`config.mk`:
```
export PLATFORM = sky130hd
export DESIGN_NAME = updn_ctrl_flat
export DESIGN_NICKNAME = d
export VERILOG_FILES = /design/src/rtl/updn_ctrl_pkg.sv /design/src/rtl/updn_ctrl_if.sv /design/src/rtl/btn_debounce.sv /design/src/rtl/updn_ctrl.sv /design/src/flat_wrapper.sv
export SDC_FILE = /design/constraint.sdc
export NUM_CORES = 1
export LEC_CHECK = 0
export CORE_MARGIN = 8
export CORE_UTILIZATION = 35
export CTS_CLUSTER_DIAMETER = 60
export CTS_CLUSTER_SIZE = 25
export DETAILED_ROUTE_END_ITERATION = 12
export GPL_TIMING_DRIVEN = 0
export PLACE_DENSITY = 0.68
export REMOVE_ABC_BUFFERS = 1
export SYNTH_ARGS = -nofsm -noshare
export SYNTH_HDL_FRONTEND = slang
export SYNTH_HIERARCHICAL = 1
export SYNTH_SLANG_ARGS = --single-unit
```
`constraint.sdc`:
```
create_clock -name clk -period 1.3 [get_ports clk]
set_input_delay 0.195 -clock clk [delete_from_list [all_inputs] [get_ports clk]]
set_output_delay 0.195 -clock clk [all_outputs]
set_load 0.02 [all_outputs]
```
`src/rtl/updn_ctrl_pkg.sv`:
```
// Shared types and defaults for the up/down counter control stage.
package updn_ctrl_pkg;

  typedef enum logic {
    DIR_DN = 1'b0,
    DIR_UP = 1'b1
  } dir_state_t;

  localparam int unsigned DEB_CYCLES_DEF = 4;
  localparam int unsigned Q_W_DEF        = 4;

endpackage

```
`src/rtl/updn_ctrl_if.sv`:
```
// Button, counter-value and direction signals between the control stage and its surroundings.
interface updn_ctrl_if
  import updn_ctrl_pkg::*;
#(
  parameter int unsigned Q_W = Q_W_DEF
);
  logic           btn_up;
  logic           btn_dn;
  logic [Q_W-1:0] q;
  logic           updn;
  logic           dir_evt;

  modport master (
    output btn_up,
    output btn_dn,
    output q,
    input  updn,
    input  dir_evt
  );

  modport slave (
    input  btn_up,
    input  btn_dn,
    input  q,
    output updn,
    output dir_evt
  );
endinterface

```
`src/rtl/btn_debounce.sv`:
```
// One push-button: 2-flop synchroniser, debounce counter, stable level and press pulse.
module btn_debounce #(
  parameter int unsigned DEB_CYCLES = 4
) (
  input  logic clk,
  input  logic rst,
  input  logic btn_raw,
  output logic press,
  output logic stable
);

  localparam int unsigned    CntW    = $clog2(DEB_CYCLES) + 1;
  localparam logic [CntW-1:0] CntLast = CntW'(DEB_CYCLES - 1);

  logic            r_sync1, r_sync2;
  logic            r_stable, r_stable_dly;
  logic [CntW-1:0] r_cnt;
  logic [CntW-1:0] w_cnt_nxt;
  logic            w_stable_nxt;

  // Count consecutive differing cycles; any agreeing cycle restarts the count.
  always_comb begin
    w_cnt_nxt    = '0;
    w_stable_nxt = r_stable;
    if (r_sync2 != r_stable) begin
      if (r_cnt == CntLast) begin
        w_stable_nxt = r_sync2;
      end else begin
        w_cnt_nxt = r_cnt + 1'b1;
      end
    end
  end

  always_ff @(posedge clk or negedge rst) begin
    if (!rst) begin
      r_sync1      <= 1'b0;
      r_sync2      <= 1'b0;
      r_stable     <= 1'b0;
      r_stable_dly <= 1'b0;
      r_cnt        <= '0;
    end else begin
      r_sync1      <= btn_raw;
      r_sync2      <= r_sync1;
      r_stable     <= w_stable_nxt;
      r_stable_dly <= r_stable;
      r_cnt        <= w_cnt_nxt;
    end
  end

  assign press  = r_stable & ~r_stable_dly;
  assign stable = r_stable;

endmodule

```
`src/rtl/updn_ctrl.sv`:
```
// Direction control for the up/down counter: debounced UP/DOWN buttons drive a 2-state FSM.
// Define UPDN_CTRL_AUTO_REVERSE_EN to reverse automatically at the counter's end values.
module updn_ctrl
  import updn_ctrl_pkg::*;
#(
  parameter int unsigned DEB_CYCLES = DEB_CYCLES_DEF,
  parameter int unsigned Q_W        = Q_W_DEF,
  parameter logic        UPDN_RST   = 1'b1
) (
  input  logic        clk,
  input  logic        rst,
  updn_ctrl_if.slave  bus
);

  logic       w_up_press, w_dn_press;
  logic       w_up_stable, w_dn_stable;
  logic       w_q_max, w_q_zero;
  dir_state_t r_state, w_state_nxt;
  logic       r_dir_evt;

  btn_debounce #(
    .DEB_CYCLES (DEB_CYCLES)
  ) u_deb_up (
    .clk     (clk),
    .rst     (rst),
    .btn_raw (bus.btn_up),
    .press   (w_up_press),
    .stable  (w_up_stable)
  );

  btn_debounce #(
    .DEB_CYCLES (DEB_CYCLES)
  ) u_deb_dn (
    .clk     (clk),
    .rst     (rst),
    .btn_raw (bus.btn_dn),
    .press   (w_dn_press),
    .stable  (w_dn_stable)
  );

  assign w_q_max  = (bus.q == {Q_W{1'b1}});
  assign w_q_zero = (bus.q == '0);

`ifdef UPDN_CTRL_AUTO_REVERSE_EN
  logic w_any_press;
  assign w_any_press = w_up_press | w_dn_press;
`else
  logic w_unused_q;
  assign w_unused_q = w_q_max | w_q_zero;
`endif

  logic w_unused_stable;
  assign w_unused_stable = w_up_stable | w_dn_stable;

  always_comb begin
    w_state_nxt = r_state;
    unique case (r_state)
      DIR_DN: begin
        if (w_up_press && !w_dn_press) begin
          w_state_nxt = DIR_UP;
        end
`ifdef UPDN_CTRL_AUTO_REVERSE_EN
        else if (!w_any_press && w_q_zero) begin
          w_state_nxt = DIR_UP;
        end
`endif
      end
      DIR_UP: begin
        if (w_dn_press && !w_up_press) begin
          w_state_nxt = DIR_DN;
        end
`ifdef UPDN_CTRL_AUTO_REVERSE_EN
        else if (!w_any_press && w_q_max) begin
          w_state_nxt = DIR_DN;
        end
`endif
      end
    endcase
  end

  always_ff @(posedge clk or negedge rst) begin
    if (!rst) begin
      r_state   <= dir_state_t'(UPDN_RST);
      r_dir_evt <= 1'b0;
    end else begin
      r_state   <= w_state_nxt;
      r_dir_evt <= (w_state_nxt != r_state);
    end
  end

  assign bus.updn    = r_state;
  assign bus.dir_evt = r_dir_evt;

endmodule
```
`src/flat_wrapper.sv`:
```
// flat-port wrapper written by rule: the top's interface ports become plain ports
module updn_ctrl_flat import updn_ctrl_pkg::*;
#(
  parameter int unsigned DEB_CYCLES = DEB_CYCLES_DEF,
  parameter int unsigned Q_W        = Q_W_DEF,
  parameter logic        UPDN_RST   = 1'b1
)
  (clk, rst, bus_btn_up, bus_btn_dn, bus_q, bus_updn, bus_dir_evt);
  updn_ctrl_if #(.Q_W(Q_W)) bus_i ();
  input  logic clk;
  input  logic rst;
  input wire logic [$bits(bus_i.btn_up)-1:0] bus_btn_up;
  input wire logic [$bits(bus_i.btn_dn)-1:0] bus_btn_dn;
  input wire logic [$bits(bus_i.q)-1:0] bus_q;
  output wire logic [$bits(bus_i.updn)-1:0] bus_updn;
  output wire logic [$bits(bus_i.dir_evt)-1:0] bus_dir_evt;
  assign bus_i.btn_up = bus_btn_up;
  assign bus_i.btn_dn = bus_btn_dn;
  assign bus_i.q = bus_q;
  assign bus_updn = bus_i.updn;
  assign bus_dir_evt = bus_i.dir_evt;
  updn_ctrl #(.DEB_CYCLES(DEB_CYCLES), .Q_W(Q_W), .UPDN_RST(UPDN_RST)) u_core (.clk(clk), .rst(rst), .bus(bus_i));
endmodule
```
==> flow_metrics.env <==
export IMPL_power_frac_seq_pct=53.2
export IMPL_rsz0062_at_grt="no"
export IMPL_cts_num_sinks=16
export IMPL_hold_slack_ns=0.317
export IMPL_skew_ns=0.00705
export IMPL_grt_use_met3_pct=2.88
export IMPL_busiest_layer="met1"
export IMPL_critPathMaxFanout=4
export IMPL_reg2reg_from="u_core/u_deb_dn/r_cnt[0]"
export IMPL_ctsHoldBuffers=0
export IMPL_layout_min_cycle_time_ns=1.20
export IMPL_grt_first_pass_wirelength_um=1320
export IMPL_diodes=0
export IMPL_sw_frac_of_total_pct=29.3
export IMPL_overflow=0
export IMPL_endpoint_kind="output port"
export IMPL_worst_setup_path_start_kind="flop"
export IMPL_gr_usage_met2_pct=5.89
export IMPL_cts_tree="yes"
export IMPL_critPathBufInv=1
export IMPL_cp_top_family="flip-flops"
export IMPL_die_area_mm2=0.00326
export IMPL_period_share_pct=92.4
export IMPL_setup_viol=0
export IMPL_dp_hpwl_um=532
export IMPL_numCtsBuffers=3
export IMPL_cp_startpoint="u_core/bus.updn"
export IMPL_mostFrequentLayoutCell="dfrtp_1"
export IMPL_synth_ff_type="dfrtp_1"
export IMPL_cts_htree_levels=1
export IMPL_grt_usage_pct=5.48
export IMPL_grt_pass1_vias=299
export IMPL_synth_async_reset_ratio_pct=100
export IMPL_antenna_left=0
export IMPL_status="finished clean"
export IMPL_cts_root_buf="clkbuf_4"
export IMPL_layout_area_seq_um2=402
export IMPL_internal_power_mw=0.983
export IMPL_arrival_ns=1.01
export IMPL_die_w_um=57.1
export IMPL_io_buffers=5
export IMPL_syn_mean_instance_area_um2=16.0
export IMPL_drt_pass1_iterations=1
export IMPL_clk_pin_slew_ns=0.09
export IMPL_cap_violations=0
export IMPL_hold_viol_final=0
export IMPL_syn_inst=37
export IMPL_crit_type="flop to output port"
export IMPL_core_area_mm2=0.00165
export IMPL_path_cells="buf_2"
export IMPL_crit_required_ns=1.11
export IMPL_synth_edf_count=0
export IMPL_max_freq_ghz=0.833
export IMPL_power_leakage_nw=0.303
export IMPL_io_pins=10
export IMPL_clk_latency_ns=0.28
export IMPL_cp_slowest_cell="dfstp_2"
export IMPL_vias_per_cell=4.68
export IMPL_yosysMostFrequentCell="dfrtp_1"
export IMPL_wl_um=736
export IMPL_chipHeight_um=57.1
export IMPL_ir_worst_vdd_uv=739
export IMPL_p_comb_share_pct=27.6
export IMPL_power_switching_mw=0.407
export IMPL_worst_pin_slew_ns=0.685
export IMPL_slew_headroom_pct=54.2
export IMPL_antenna_found_initial=0
export IMPL_synthTopCellsByArea="dfrtp_1 (64%), nor2b_4 (4.7%), dfstp_2 (4.4%)"
export IMPL_synth_top_area_share_pct=63.6
export IMPL_ctsResizeCount=5
export IMPL_final_cell_area_um2=682
export IMPL_clkPwrFrac_pct=19.2
export IMPL_wire_per_inst_um=11.7
export IMPL_fillers=156
export IMPL_grt_util_met1_pct=6.87
export IMPL_multi_input_area_um2=185
export IMPL_seq_area_frac_synth_pct=68.0
export IMPL_ys_ff_latch=16
export IMPL_synth_distinct_cells=15
export IMPL_fin_util_pct=41.3
export IMPL_yosys_warnings=6
export IMPL_rows=15
export IMPL_synth_area_leader_cell="dfrtp_1"
export IMPL_power_density_mw_per_mm2=2040
export IMPL_place_area_um2=662
export IMPL_vias=295
export IMPL_drcViolationCount=0
export IMPL_place_congestion=0.677
export IMPL_grt_max_degree=17
export IMPL_max_stage_delay_ns=0.56
export IMPL_worstHoldPathType="input port to async pin"
export IMPL_areaGrowthSynthToFinish_pct=15.5
export IMPL_clockBufferDepth=2
export IMPL_initial_utilization_pct=35.8
export IMPL_synth_area_um2=591
export IMPL_post_cts_setup_buffer_count=0
export IMPL_num_nets_final=57
export IMPL_drive_above_1_share_pct=26.1
export IMPL_final_cell_mix="dfrtp_1 (15), clkbuf_4 (3), clkdlybuf4s50_1 (3)"
export IMPL_slew_viol_final=0
export IMPL_initialDrtViolationCount=0
## final cells by class
type,instances,area share (%)
repair buffers,5,6.42
multi-input cells,20,27.2
inverters,1,0.550
clock buffers,4,3.85
flip-flops and latches,16,58.9
well taps,17,3.12
## metal layers
| layer | share of wire, % | vias to the layer above |
|---|---|---|
| met5 | 0 | - |
| met4 | 2.7 | 0 |
| met3 | 5.6 | 2 |
| met2 | 39 | 8 |
| met1 | 52 | 141 |
| li1 | - | 144 |
## registers in the layout (all words and copies together), names as in the netlist
register                      cells
u_core/bus.updn                   1
u_core/u_deb_up/r_cnt             3
u_core/u_deb_dn/r_cnt             3
u_core/bus.dir_evt                1
u_core/u_deb_up/r_sync1           1
u_core/u_deb_dn/r_sync2           1
u_core/u_deb_up/stable            1
u_core/u_deb_up/r_stable_dly      1
u_core/u_deb_dn/stable            1
u_core/u_deb_up/r_sync2           1
u_core/u_deb_dn/r_stable_dly      1
u_core/u_deb_dn/r_sync1           1
## worst paths after layout
kind,endpoint,slack [ns],depth (start not counted)
max in group asynchronous,u_core/u_deb_up/r_cnt[1],0.54,1
min reg2reg,u_core/u_deb_up/r_sync2,0.36,0
max reg2reg,u_core/u_deb_dn/stable,0.13,3
min in group clk,u_core/u_deb_dn/r_sync1,0.34,1
max,bus_updn,0.1,1
min,u_core/u_deb_dn/r_cnt[2],0.32,1
## kinds of logic after synthesis
| group | count (synthesis) | synth area share (%) |
|---|---|---|
| and+or+nand+nor | 12 | 17.6 |
| xor gates and xnor gates | 2 | 2.97 |
| DFF | 16 | 68.0 |
| muxes | 2 | 3.81 |
| buffers and inverters | 1 | 0.635 |
| adders and majority gates | 3 | 6.14 |
| AOI/OAI and AO/OA | 1 | 0.847 |
## power groups by stage
stage | registers (mW) | clock network [mW] | logic (mW)
2_1_floorplan | 0.764 | 0 | 0.273
3_3_place_gp | 0.741 | 0 | 0.395
3_5_place_dp | 0.752 | 0 | 0.414
4_1_cts | 0.740 | 0.282 | 0.389
5_1_grt | 0.759 | 0.307 | 0.431
6_report | 0.739 | 0.267 | 0.384
## through the flow
| stage | std cells | setup slack, ns | power, mW | TNS (ns) |
|---|---|---|---|---|
| floorplan | 37 | 0.210 | 1.04 | 0 |
| global placement | 59 | -0.0337 | 1.14 | -0.0337 |
| detailed placement | 59 | -0.0375 | 1.17 | -0.0375 |
| CTS | 63 | 0.0842 | 1.41 | 0 |
| global route | 63 | 0.0534 | 1.50 | 0 |
| finish | 63 | 0.0993 | 1.39 | 0 |
No activity file was read; power rests on OpenSTA's default activity.
